## src/rtl/summation_rate_decoder_if.sv

```systemverilog
// summation_rate_decoder_if
// Groups the sample/control inputs and result outputs of the carry-pulse
// decoder into one bundle.
//   en, clr, cop, con : sample enable, synchronous clear, carry pulses
//   net_cnt           : signed K+2, net carry count of the last window
//   addend_est        : signed 11, reconstructed average addend
//   est_sat, valid    : clamp flag, one-cycle result strobe
// master: producer of pulses / consumer of results; slave: the decoder.
interface summation_rate_decoder_if #(
    parameter int unsigned K = 4
);
    logic                en;
    logic                clr;
    logic                cop;
    logic                con;
    logic signed [K+1:0] net_cnt;
    logic signed [10:0]  addend_est;
    logic                est_sat;
    logic                valid;

    modport master (
        output en, clr, cop, con,
        input  net_cnt, addend_est, est_sat, valid
    );

    modport slave (
        input  en, clr, cop, con,
        output net_cnt, addend_est, est_sat, valid
    );
endinterface

```

## src/rtl/summation_rate_decoder.sv

```systemverilog
// summation_rate_decoder
// Counts positive/negative carry pulses of a modulo-M accumulator over a
// window of 2^K sampled cycles and reconstructs the average signed addend
// as floor(net * M / 2^K), clamped to the 11-bit signed range.
// Ports:
//   clk  : clock, rising edge
//   arst : asynchronous active-high reset
//   bus  : summation_rate_decoder_if slave (en, clr, cop, con in;
//          net_cnt, addend_est, est_sat, valid out)
module summation_rate_decoder #(
    parameter int unsigned M = 1000,
    parameter int unsigned K = 4
) (
    input logic                    clk,
    input logic                    arst,
    summation_rate_decoder_if.slave bus
);

    // K=0 still needs a 1-bit counter vector; it simply stays at zero.
    localparam int unsigned WCW = (K == 0) ? 1 : K;
    // Product width: net (K+2) times M as a signed operand (clog2(M)+1).
    localparam int unsigned PW  = K + 2 + $clog2(M) + 1;
    localparam logic [WCW-1:0] WLAST = WCW'((1 << K) - 1);

    logic signed [K+1:0] w_d;
    logic                w_final;
    logic signed [PW-1:0] w_net_ext;
    logic signed [PW-1:0] w_m;
    logic signed [PW-1:0] w_prod;
    logic signed [PW-1:0] w_q;
    logic signed [31:0]   w_q32;
    logic signed [10:0]   w_est;
    logic                 w_sat;

    logic signed [K+1:0] r_acc_q, r_acc_d;
    logic signed [K+1:0] r_net_q, r_net_d;
    logic [WCW-1:0]      r_wcnt_q, r_wcnt_d;
    logic                r_pend_q, r_pend_d;
    logic signed [10:0]  r_est_q, r_est_d;
    logic                r_sat_q, r_sat_d;
    logic                r_valid_q, r_valid_d;

    // Per-sample contribution: coincident pulses cancel.
    always_comb begin
        w_d = '0;
        if (bus.cop && !bus.con) begin
            w_d = {{(K+1){1'b0}}, 1'b1};
        end else if (bus.con && !bus.cop) begin
            w_d = '1;
        end
    end

    assign w_final = (K == 0) ? 1'b1 : (r_wcnt_q == WLAST);

    // Reconstruction runs off the registered net count in the pending cycle.
    assign w_net_ext = {{(PW-K-2){r_net_q[K+1]}}, r_net_q};
    assign w_m       = PW'(M);
    assign w_prod    = w_net_ext * w_m;
    assign w_q       = w_prod >>> K;
    assign w_q32     = {{(32-PW){w_q[PW-1]}}, w_q};

    always_comb begin
        w_est = w_q32[10:0];
        w_sat = 1'b0;
        if (w_q32 > 32'sd1023) begin
            w_est = 11'sd1023;
            w_sat = 1'b1;
        end else if (w_q32 < -32'sd1024) begin
            w_est = -11'sd1024;
            w_sat = 1'b1;
        end
    end

    always_comb begin
        r_acc_d   = r_acc_q;
        r_net_d   = r_net_q;
        r_wcnt_d  = r_wcnt_q;
        r_pend_d  = r_pend_q;
        r_est_d   = r_est_q;
        r_sat_d   = r_sat_q;
        r_valid_d = 1'b0;

        if (bus.clr) begin
            r_acc_d  = '0;
            r_wcnt_d = '0;
            r_pend_d = 1'b0;
        end else begin
            if (r_pend_q) begin
                r_est_d   = w_est;
                r_sat_d   = w_sat;
                r_valid_d = 1'b1;
                r_pend_d  = 1'b0;
            end
            // Evaluated after the pending block so that with K=0 a new
            // final sample re-arms pending in the same cycle.
            if (bus.en) begin
                if (w_final) begin
                    r_net_d  = r_acc_q + w_d;
                    r_acc_d  = '0;
                    r_wcnt_d = '0;
                    r_pend_d = 1'b1;
                end else begin
                    r_acc_d  = r_acc_q + w_d;
                    r_wcnt_d = r_wcnt_q + WCW'(1);
                end
            end
        end
    end

    always_ff @(posedge clk or posedge arst) begin
        if (arst) begin
            r_acc_q   <= '0;
            r_net_q   <= '0;
            r_wcnt_q  <= '0;
            r_pend_q  <= 1'b0;
            r_est_q   <= '0;
            r_sat_q   <= 1'b0;
            r_valid_q <= 1'b0;
        end else begin
            r_acc_q   <= r_acc_d;
            r_net_q   <= r_net_d;
            r_wcnt_q  <= r_wcnt_d;
            r_pend_q  <= r_pend_d;
            r_est_q   <= r_est_d;
            r_sat_q   <= r_sat_d;
            r_valid_q <= r_valid_d;
        end
    end

    assign bus.net_cnt    = r_net_q;
    assign bus.addend_est = r_est_q;
    assign bus.est_sat    = r_sat_q;
    assign bus.valid      = r_valid_q;

endmodule
```

## src/flat_wrapper.sv

```systemverilog
// flat-port wrapper written by rule: the top's interface ports become plain ports
module summation_rate_decoder_flat 
#(
    parameter int unsigned M = 1000,
    parameter int unsigned K = 4
)
  (clk, arst, bus_en, bus_clr, bus_cop, bus_con, bus_net_cnt, bus_addend_est, bus_est_sat, bus_valid);
  summation_rate_decoder_if #(.K(K)) bus_i ();
  input logic clk;
  input logic arst;
  input wire logic [$bits(bus_i.en)-1:0] bus_en;
  input wire logic [$bits(bus_i.clr)-1:0] bus_clr;
  input wire logic [$bits(bus_i.cop)-1:0] bus_cop;
  input wire logic [$bits(bus_i.con)-1:0] bus_con;
  output wire logic [$bits(bus_i.net_cnt)-1:0] bus_net_cnt;
  output wire logic [$bits(bus_i.addend_est)-1:0] bus_addend_est;
  output wire logic [$bits(bus_i.est_sat)-1:0] bus_est_sat;
  output wire logic [$bits(bus_i.valid)-1:0] bus_valid;
  assign bus_i.en = bus_en;
  assign bus_i.clr = bus_clr;
  assign bus_i.cop = bus_cop;
  assign bus_i.con = bus_con;
  assign bus_net_cnt = bus_i.net_cnt;
  assign bus_addend_est = bus_i.addend_est;
  assign bus_est_sat = bus_i.est_sat;
  assign bus_valid = bus_i.valid;
  summation_rate_decoder #(.M(M), .K(K)) u_core (.clk(clk), .arst(arst), .bus(bus_i));
endmodule
```

## config.mk

```make
export PLATFORM = sky130hd
export DESIGN_NAME = summation_rate_decoder_flat
export DESIGN_NICKNAME = d
export VERILOG_FILES = /design/src/rtl/summation_rate_decoder_if.sv /design/src/rtl/summation_rate_decoder.sv /design/src/flat_wrapper.sv
export SDC_FILE = /design/constraint.sdc
export NUM_CORES = 1
export LEC_CHECK = 0
export ABC_CLOCK_PERIOD_IN_PS = 5900
export BUFFER_PORTS_ARGS = -buffer_cell sky130_fd_sc_hd__buf_2
export CORE_UTILIZATION = 44
export DETAILED_ROUTE_END_ITERATION = 7
export MAX_ROUTING_LAYER = met4
export SLEW_MARGIN = 20
export SYNTH_ARGS = -nofsm -noshare
export SYNTH_HDL_FRONTEND = slang
export SYNTH_SLANG_ARGS = --single-unit
```

## constraint.sdc

```tcl
create_clock -name clk -period 5.9 [get_ports clk]
set_input_delay 0.59 -clock clk [delete_from_list [all_inputs] [get_ports clk]]
set_output_delay 0.59 -clock clk [all_outputs]
set_load 0.02 [all_outputs]
```

# Word level (Yosys, flattened, before mapping)
# Index checks and enable logic that the tools add are counted.
# totals
register_bits	30
inputBits	6
out_inout_bits	19
word_cells	38
# classes
addsub	2
mul	1
order_cmp	2
n_eq_ne	1
muxes	17
bitwise	1
reduce_logical	7
# ops
cell	n
6-bit 2-to-1 mux	5
11-bit 2-to-1 mux	2
6-bit by 8-bit multiplier with 14-bit output (second input constant)	1
13-bit by 11-bit > comparator with 1-bit output (second input constant)	1
13-bit by 11-bit less-than comparator with 1-bit output (second input constant)	1
4-bit 2-to-1 mux	3
1-bit 2-to-1 mux	7
6-bit adder	1
4-bit by 1-bit adder with 4-bit output (second input constant)	1
4-bit equality test (second input constant)	1
3-bit AND reduction	1
1-bit logical AND	2
1-bit zero test	2
2-bit AND reduction	1
2-bit nonzero test	1
1-bit inverter	1

# Longest topological paths before layout
# Gate-level depths: netlist (run 1).
# depth
word_depth	8
mapped_depth	17
ltp_nobuf	16

# Worst setup path before layout (run 1)
# OpenSTA, ideal clock, no wires.
# synth_timing
kind	reg2reg
start	reg u_core.r_net_q[0], in the netlist u_core.bus.net_cnt[0]
end	reg u_core.r_est_q[1], in the netlist u_core.bus.addend_est[1]
t_arrival_ns	4.519
required_time_ns	5.774
slack_ns	1.256
path_stages_with_launch	16
path_cell_list	dfrtp_1 -> inv_1 -> fa_1 -> inv_1 -> ha_1 -> fa_1 -> fa_1 -> ha_1 -> fa_1 -> a211oi_2 -> o211ai_1 -> a221oi_4 -> a311oi_4 -> and2_4 -> buf_6 -> o311a_1
# synth_via
elab_chain_cells	4
elab_cells_between_ends	5
cone_classes	mul (1); order compare (2); mux (2)
# synth_lines
item	line	source
start, declared	summation_rate_decoder.sv:36	logic signed [K+1:0] r_net_q, r_net_d;
start signal, assigned	summation_rate_decoder.sv:121	r_net_q <= r_net_d;
6-bit by 8-bit multiplier with 14-bit output (*)	summation_rate_decoder.sv:58	assign w_prod = w_net_ext * w_m;
13-bit by 11-bit less-than comparator with 1-bit output	summation_rate_decoder.sv:68	end else if (w_q32 < -32'sd1024) begin
11-bit 2-to-1 mux	summation_rate_decoder.sv:68	
11-bit 2-to-1 mux (*)	summation_rate_decoder.sv:65	if (w_q32 > 32'sd1023) begin
end signal, assigned	summation_rate_decoder.sv:124	r_est_q <= r_est_d;
end, declared	summation_rate_decoder.sv:39	logic signed [10:0] r_est_q, r_est_d;
# Every way passes the cells marked *; elsewhere a longest branch is shown, timed or not.
# A chain may end at the register's enable or synchronous reset.

# Worst setup path in the final report (run 1)
# layout_timing
start	reg u_core.r_net_q[1], in the netlist u_core.bus.net_cnt[1]
end	reg u_core.r_est_q[2], in the netlist u_core.bus.addend_est[2]
# Same word-level chain as after synthesis.

==> results.md, run 1 <==
* Largest net degree at the start of global routing at 31
* Number of global-route vias before repair at 1,746
* Category of the most critical setup path: reg2reg
* Cts hold-fix bufs at 0
* Tmin final at 4.693 ns
* Yosys reg bits at 30
* CTS Buf Count at 5
* Yosys warns at 0
* Max FO, Critical Path at 6
* Die H at 76.54 um
* Compound-Gate Fraction of Synth Area at 19.75%
* Crit path launch: u_core.bus.net_cnt[1]
* I/O Buffers at 24
* Power Total at 0.4385 mW
* Initial core utilization at 46.68%
* Status: finished clean
* Die Footprint at 0.005858 mm^2
* Largest cells by area after synthesis: dfrtp_1, ha_1, fa_1, inv_1, a21oi_1
* Post-Synth XOR/XNOR Area at 3.941%
* Mux cell area share after synthesis at 1.433%
* Setup crit end kind: flop
* Max-slew violation count at 0
* Synth Area in Simple Gates at 11.57%
* Worst-path clk slew at 0.07 ns
* Synth Flop Type: dfrtp_1
* Count leader, synth: ha_1
* # H-tree levels at 2
* First-pass GRT wire length at 7962 um
* Clock Skew at 0.007379 ns
* Die Width at 76.54 um
* Cells after synthesis at 233
* Clock Tree Root: clkbuf_8
* Reg2reg setup slack at 1.21 ns
* Global Route Usage Sum at 17.45%
* Slew headroom at 62.42%
* Yosys cell types at 50
* Hold WC Path Type: in2async
* Post-Syn Nets at 286
* Total wire length at 4451 um
* Routed Antenna Nets at 0
* Share of layout cells above drive strength 1 at 20.91%
* Hold violation total from the final report at 0
* DR vias at 1,776
* Fmax at 213.1 MHz
* Most frequent cells after synthesis: ha_1, dfrtp_1, inv_1
* Clock Latency Late Sink at 0.28 ns
* Total power divided by cell area at 160.8 mW/mm^2
* CTS Buffer Depth at 2
* Row Count at 26
* Initial antenna violation count at 0
* GPL Wtd Cong at 0.8120
* Synth Area per Inst at 10.49 um^2
* CTS tree: yes
* Cells resized by post-CTS repair at 0
* Max_cap viols at 0
* Worst r2r src: u_core.bus.net_cnt[1]
* Area growth syn-to-layout at 11.51%
* DRC viols at 0
* CORE AREA at 0.005238 mm^2
* Kind of start point of the critical path: flop
* Post-synth EDFFs at 0
* Post-Synth Adder-Cell Area at 27.43%
* Vias per cell at 5.333
* # Post-CTS Setup Buffers at 0
* Setup violators final at 0
* Final period utilization at 79.54%
* WL/cell at 13.37 um
* Unrepaired setup endpoints after global routing: no
* First DRT Iteration DRCs at 65
* Worst EP arrival at 4.86 ns
* Synth area leader: dfrtp_1
* Sink Count at 30
* Post-synthesis sequential area ratio at 30.71%
* Largest family of logic cells by synthesized area: adder cells
* Fin Setup TNS at 0 ns
* Nets at 315
* Ys async rst share at 100.0%
* I/O pins at 25
* Synth Cell Area at 0.002445 mm^2
* Ant. Diodes at 0
* Worst path required time at 6.06 ns
* Slew @ Worst Pin at 0.5617 ns
* HPWL Detailed at 3453 um
* Share of the synthesized area in the top cell type at 30.71%
* Total gr overflow at 0
* Pleak at 1.380 nW
* Peak VDD IR at 0.1001 mV
* Pre-Repair DR Iteration Count at 5
==> power breakdown <==
group / total (mW) / switching, mW / internal (mW)
clock network: 0.177 / 0.0834 / 0.0937
registers: 0.219 / 0.00600 / 0.213
logic: 0.0426 / 0.0236 / 0.0190
total: 0.439 / 0.113 / 0.326
==> area by class of cell <==
class	instances	area (um^2)
multi-input combinational	176	1568
clock inverter	2	12.51
timing repair buffer	27	142.6
fill	495	2511
sequential	30	750.7
tap	70	87.58
clock buffer	6	82.58
inverter	22	82.58
==> sequential cells by signal, summed over array words and instances, names as in the netlist <==
signal                 flops
u_core.bus.addend_est     11
u_core.bus.est_sat         1
u_core.bus.net_cnt         6
u_core.bus.valid           1
u_core.r_acc_q             6
u_core.r_pend_q            1
u_core.r_wcnt_q            4
==> worst max-delay path, stage by stage (launching register included) <==
cell,delay (ns)
dfrtp_1,0.46
inv_1,0.10
fa_1,0.51
inv_1,0.07
ha_1,0.29
fa_1,0.53
fa_1,0.43
ha_1,0.25
fa_1,0.45
a211oi_2,0.30
o211ai_1,0.16
a221oi_4,0.39
a311oi_4,0.11
and2_4,0.22
o311a_1,0.28
==> cell families after synthesis <==
| group | count (synthesis) |
|---|---|
| multiplexers | 3 |
| buffers and inverters | 27 |
| flip-flops | 30 |
| AND/OR/NAND/NOR | 52 |
| AO/OA/AOI/OAI | 63 |
| XOR/XNOR | 11 |
| adder cells (fa/ha/maj) | 47 |
==> layer usage <==
layer / global-route usage (%) / up-vias / part of all wire [%]
met4: 8.077 / 0 / 1.5
li1: - / 892 / -
met5: - / - / 0
met3: 2.754 / 4 / 3.7
met2: 23.78 / 35 / 41
met1: 25.09 / 845 / 54
==> placed cells by master (no fill, tap or decap), types with 2 or more instances in the layout <==
| cell type | n |
|---|---|
| ha_1 | 36 |
| dfrtp_1 | 30 |
| buf_2 | 24 |
| inv_1 | 22 |
| nand2_1 | 17 |
| a21oi_1 | 15 |
| fa_1 | 11 |
| nor2_1 | 9 |
| xnor2_1 | 7 |
| o21ai_0 | 7 |
| o21ai_1 | 6 |
| a22o_1 | 6 |
| clkbuf_8 | 6 |
| or2b_2 | 5 |
| o311a_1 | 5 |
| a21o_1 | 4 |
| nor3_1 | 4 |
| xor2_1 | 4 |
| nand3_1 | 3 |
| buf_4 | 3 |
| nor2b_1 | 2 |
| and3_2 | 2 |
| o211ai_1 | 2 |
| a211oi_1 | 2 |
| o21a_1 | 2 |
| o31a_1 | 2 |
| a311oi_1 | 2 |
| nand4_1 | 2 |
==> metrics by stage <==
step / cell area, um^2 / hold slack, ns / std cells / setup WS (ns) / utilization [%]
5_1_grt: 2726 / 0.4146 / 333 / 0.9756 / 52.05
3_3_place_gp: 2631 / 0.4576 / 325 / 1.300 / 50.24
3_5_place_dp: 2631 / 0.4684 / 325 / 1.203 / 50.24
6_report: 2726 / 0.3795 / 333 / 1.207 / 52.05
2_1_floorplan: 2445 / 0.4712 / 233 / 1.256 / -
4_1_cts: 2726 / 0.3852 / 333 / 1.181 / 52.05
==> final timing paths <==
path / to / cells past startpoint
max: u_core.bus.addend_est[2] / 14
min: u_core.r_wcnt_q[2] / 3
max reg2reg: u_core.bus.addend_est[2] / 14
min reg2reg: u_core.bus.addend_est[10] / 2
max in group asynchronous: u_core.bus.addend_est[0] / 3
min in group clk: u_core.bus.addend_est[10] / 2
No activity file was read; power rests on OpenSTA's default activity.
==> run 2, diff against run 1 <==
- ABC_AREA: not set -> 1
- ABC_CLOCK_PERIOD_IN_PS: 5900 -> 4260
- clock period: 5.9 -> 4.26 ns (I/O delays scaled with it)
==> run 2 against run 1 <==
Net effect: global-route usage increased by 1.8 points; cell count increased by 13%; synthesized area decreased by 4.1%; sequential share of layout area increased by 0.45 points; clock power increased by 51%; worst setup slack got worse by 0.84 ns; clock skew decreased by 0.0049 ns; critical path depth increased by 5; utilization increased by 0.47 points; maximum frequency increased by 21%; total power increased to 2.9 times the previous value; critical endpoint is now u_core.bus.addend_est[4].
==> results.md, run 2 <==
* Initial antenna violation count at 0 (unchanged)
* Most common cell after layout, fill and taps aside: nand2_1
* Pre-Repair DR Iteration Count at 4 (-1)
* Placed Area at 0.002559 mm^2 (-2.8%)
* DRC viols at 0 (unchanged)
* Total wire length at 4495 um (+0.99%)
* DR vias at 1,821 (+2.5%)
* I/O Buffers at 24 (unchanged)
* Worst-path clk slew at 0.06 ns (about the same)
* WP buf/inv at 5 (+3)
* Kind of start point of the critical path: flop
* Initial core utilization at 45.91% (-0.77 points)
* Pleak at 1.507 nW (+9.2%)
* CTS tree: yes
* CP top delay family: adder cells
* Final Cell Area at 0.002683 mm^2 (-1.6%)
* Vias per cell at 4.843 (-9.2%)
* Share of layout cells above drive strength 1 at 16.67% (-4.2 points)
* Nets at 358 (+14%)
* Global Route Usage Sum at 19.20% (+1.8 points)
* Yosys cell types at 24 (-52%)
* Row Count at 26 (unchanged)
* Status: finished clean
* Area growth syn-to-layout at 14.41%
* GPL Wtd Cong at 0.8011 (-1.3%)
* Total gr overflow at 0 (unchanged)
* Count leader, synth: nand2_1
* Cts hold-fix bufs at 0 (unchanged)
* Synth Area per Inst at 8.589 um^2 (-18%)
* Largest register FFs at 11 (unchanged)
* Grt peak-use layer: met2
* Crit path launch: u_core.bus.net_cnt[0]
* Routed Antenna Nets at 0 (unchanged)
* Critical path, cell by cell: inv_1 > fa_1 > inv_1 > ha_1 > inv_1 > fa_1 > inv_1 > fa_1 > ha_1 > fa_2 > nand2_1 > nand3_1 > nand4_1 > nand2_1 > nand2_1 > nand2_1 > a21oi_2 > buf_6 > a21oi_1
* Most frequent cells in the layout: nand2_1, inv_1, ha_1
* Met3 Usage GRT at 3.614% (+0.86 points)
* Slew headroom at 50.39% (-12 points)
* Peak VDD IR at 0.2056 mV (+110%)
* Dpl cells at 367 (+13%)
* Max_cap viols at 0 (unchanged)
* CORE AREA at 0.005107 mm^2 (-2.5%)
* WL/cell at 11.95 um (-11%)
* Synth area leader: dfrtp_1
* Clock Latency Late Sink at 0.28 ns (about the same)
* Ant. Diodes at 0 (unchanged)
* HPWL Detailed at 3580 um (+3.7%)
* # H-tree levels at 2 (unchanged)
* Max FO, Critical Path at 11 (+5)
* First DRT Iteration DRCs at 77 (+18%)
* Post-synth EDFFs at 0 (unchanged)
* Clock Skew at 0.002513 ns (-0.004866 ns)
* Slew @ Worst Pin at 0.7414 ns (+0.1797 ns)
* Clock Tree Root: clkbuf_8
* Setup crit end kind: flop
* Cells after synthesis at 273 (+17%)
* Fmax at 257.2 MHz (+21%)
* Most frequent cells after synthesis: nand2_1, inv_1, ha_1
* Largest cells by area after synthesis: dfrtp_1, ha_1, nand2_1, fa_1, inv_1
* Synth Cell Area at 0.002345 mm^2 (-4.1%)
* Max-slew violation count at 0 (unchanged)
* Setup violators final at 0 (unchanged)
* Synth Flop Type: dfrtp_1
* CP max stage cell: fa_1
* Category of the most critical setup path: reg2reg
* Power Total at 1.262 mW (+190%)
* Share of the synthesized area in the top cell type at 32.02% (+1.3 points)
* I/O pins at 25 (unchanged)
* Final design utilization at 52.52% (+0.47 points)
* Largest net degree at the start of global routing at 31 (unchanged)
* Number of global-route vias before repair at 1,727 (-1.1%)
* GR Layer Usage met1 at 24.34% (-0.75 points)
* Tmin final at 3.889 ns (-0.8045 ns)
* Worst r2r src: u_core.bus.net_cnt[0]
* Die Width at 75 um (-2.0%)
* Final period utilization at 91.28% (+12 points)
* CTS Buffer Depth at 2 (unchanged)
* Slowest Stage Delay on Critical Path at 0.53 ns (about the same)
* Hold WC Path Type: in2async
* Fin Setup TNS at 0 ns (unchanged)
* Final Non-Filler Cells at 376 (+13%)
* Ys async rst share at 100.0% (unchanged)
* Sink Count at 30 (unchanged)
* Yosys warns at 0 (unchanged)
* Yosys reg bits at 30 (unchanged)
* Post-Syn Nets at 326 (+14%)
* CTS Buf Count at 5 (unchanged)
* Die H at 75 um (-2.0%)
* Routing usage on met2 at 30.63% (+6.8 points)
* Post-synthesis sequential area ratio at 32.02% (+1.3 points)
* Unrepaired setup endpoints after global routing: no
* Hold violation total from the final report at 0 (unchanged)
* Worst path required time at 4.43 ns (-1.63 ns)
* Total power divided by cell area at 470.4 mW/mm^2 (+190%)
* First-pass GRT wire length at 7769 um (-2.4%)
* Worst EP arrival at 4.06 ns (-0.80 ns)
* Die Footprint at 0.005625 mm^2 (-4.0%)
-- run 2: changes by cell type after synthesis, moves of 5 or more --
cell / change
o311a_1: -5
xnor2_1: -6
nand2_1: +48
nand3_1: +9
inv_1: +18
o21ai_1: -6
nor2_1: +11
a21oi_2: +6
or2b_2: -5
-- run 2: final cells by class --
| class | count | area [um^2] |
|---|---|---|
| multi-input cells | 197 | 1411 |
| fillers | 512 | 2425 |
| well taps | 70 | 87.58 |
| clock buffers | 8 | 110.1 |
| repair buffers | 30 | 168.9 |
| flip-flops and latches | 30 | 750.7 |
| inverters | 41 | 153.9 |
-- run 2: what timing repair did --
action | in CTS | in global routing
resized for setup | 0 | 2
setup endpoints to repair | 0 | 11
setup buffers | 0 | 1
-- run 2: power breakdown --
group	leakage, nW	internal (mW)	switching, mW	total (mW)
clock	0.0575	0.163	0.106	0.268
sequential	0.389	0.311	0.0205	0.332
combinational	1.06	0.266	0.395	0.662
total	1.51	0.740	0.521	1.26
-- run 2: cell families (layout without fill, tap and decap cells) --
kind of cell	count (synthesis)	count (layout)	synth area share, %
flip-flops	30	30	32.02
AND/OR/NAND/NOR	105	105	18.57
buffers and inverters	46	79	8.110
adder cells (fa/ha/maj)	47	47	28.60
XOR/XNOR	8	8	2.988
AO/OA/AOI/OAI	37	37	9.712
-- run 2: stage by stage --
step / setup WS, ns / hold slack (ns)
after floorplan: 0.2849 / 0.4594
after global placement: 0.3276 / 0.4812
after detailed placement: 0.2389 / 0.4929
after CTS: 0.2216 / 0.2156
after global routing: 0.03586 / 0.2762
final: 0.3715 / 0.2032
-- run 2: final timing paths --
path	to	slack, ns	cells past startpoint
max	u_core.bus.addend_est[4]	0.37	19
max in group asynchronous	u_core.bus.net_cnt[0]	3.78	3
max reg2reg	u_core.bus.addend_est[4]	0.37	19
min in group clk	u_core.r_wcnt_q[2]	0.42	3
min	u_core.bus.valid	0.20	3
min reg2reg	u_core.r_acc_q[4]	0.50	2
-- run 2: worst reg2reg max path: stages (launching register included) --
cell	delay [ns]
dfrtp_1	0.37
inv_1	0.08
fa_1	0.53
inv_1	0.07
ha_1	0.29
inv_1	0.06
fa_1	0.42
inv_1	0.08
fa_1	0.41
ha_1	0.24
fa_2	0.36
nand2_1	0.08
nand3_1	0.08
nand4_1	0.12
nand2_1	0.08
nand2_1	0.06
nand2_1	0.07
a21oi_2	0.15
buf_6	0.16
a21oi_1	0.08
-- run 2: layer usage --
layer  wire length (um)  vias to the layer above
met5                  0                        -
met1               2138                      846
li1                   -                      939
met3                121                       11
met2               2159                       25
met4                 76                        0
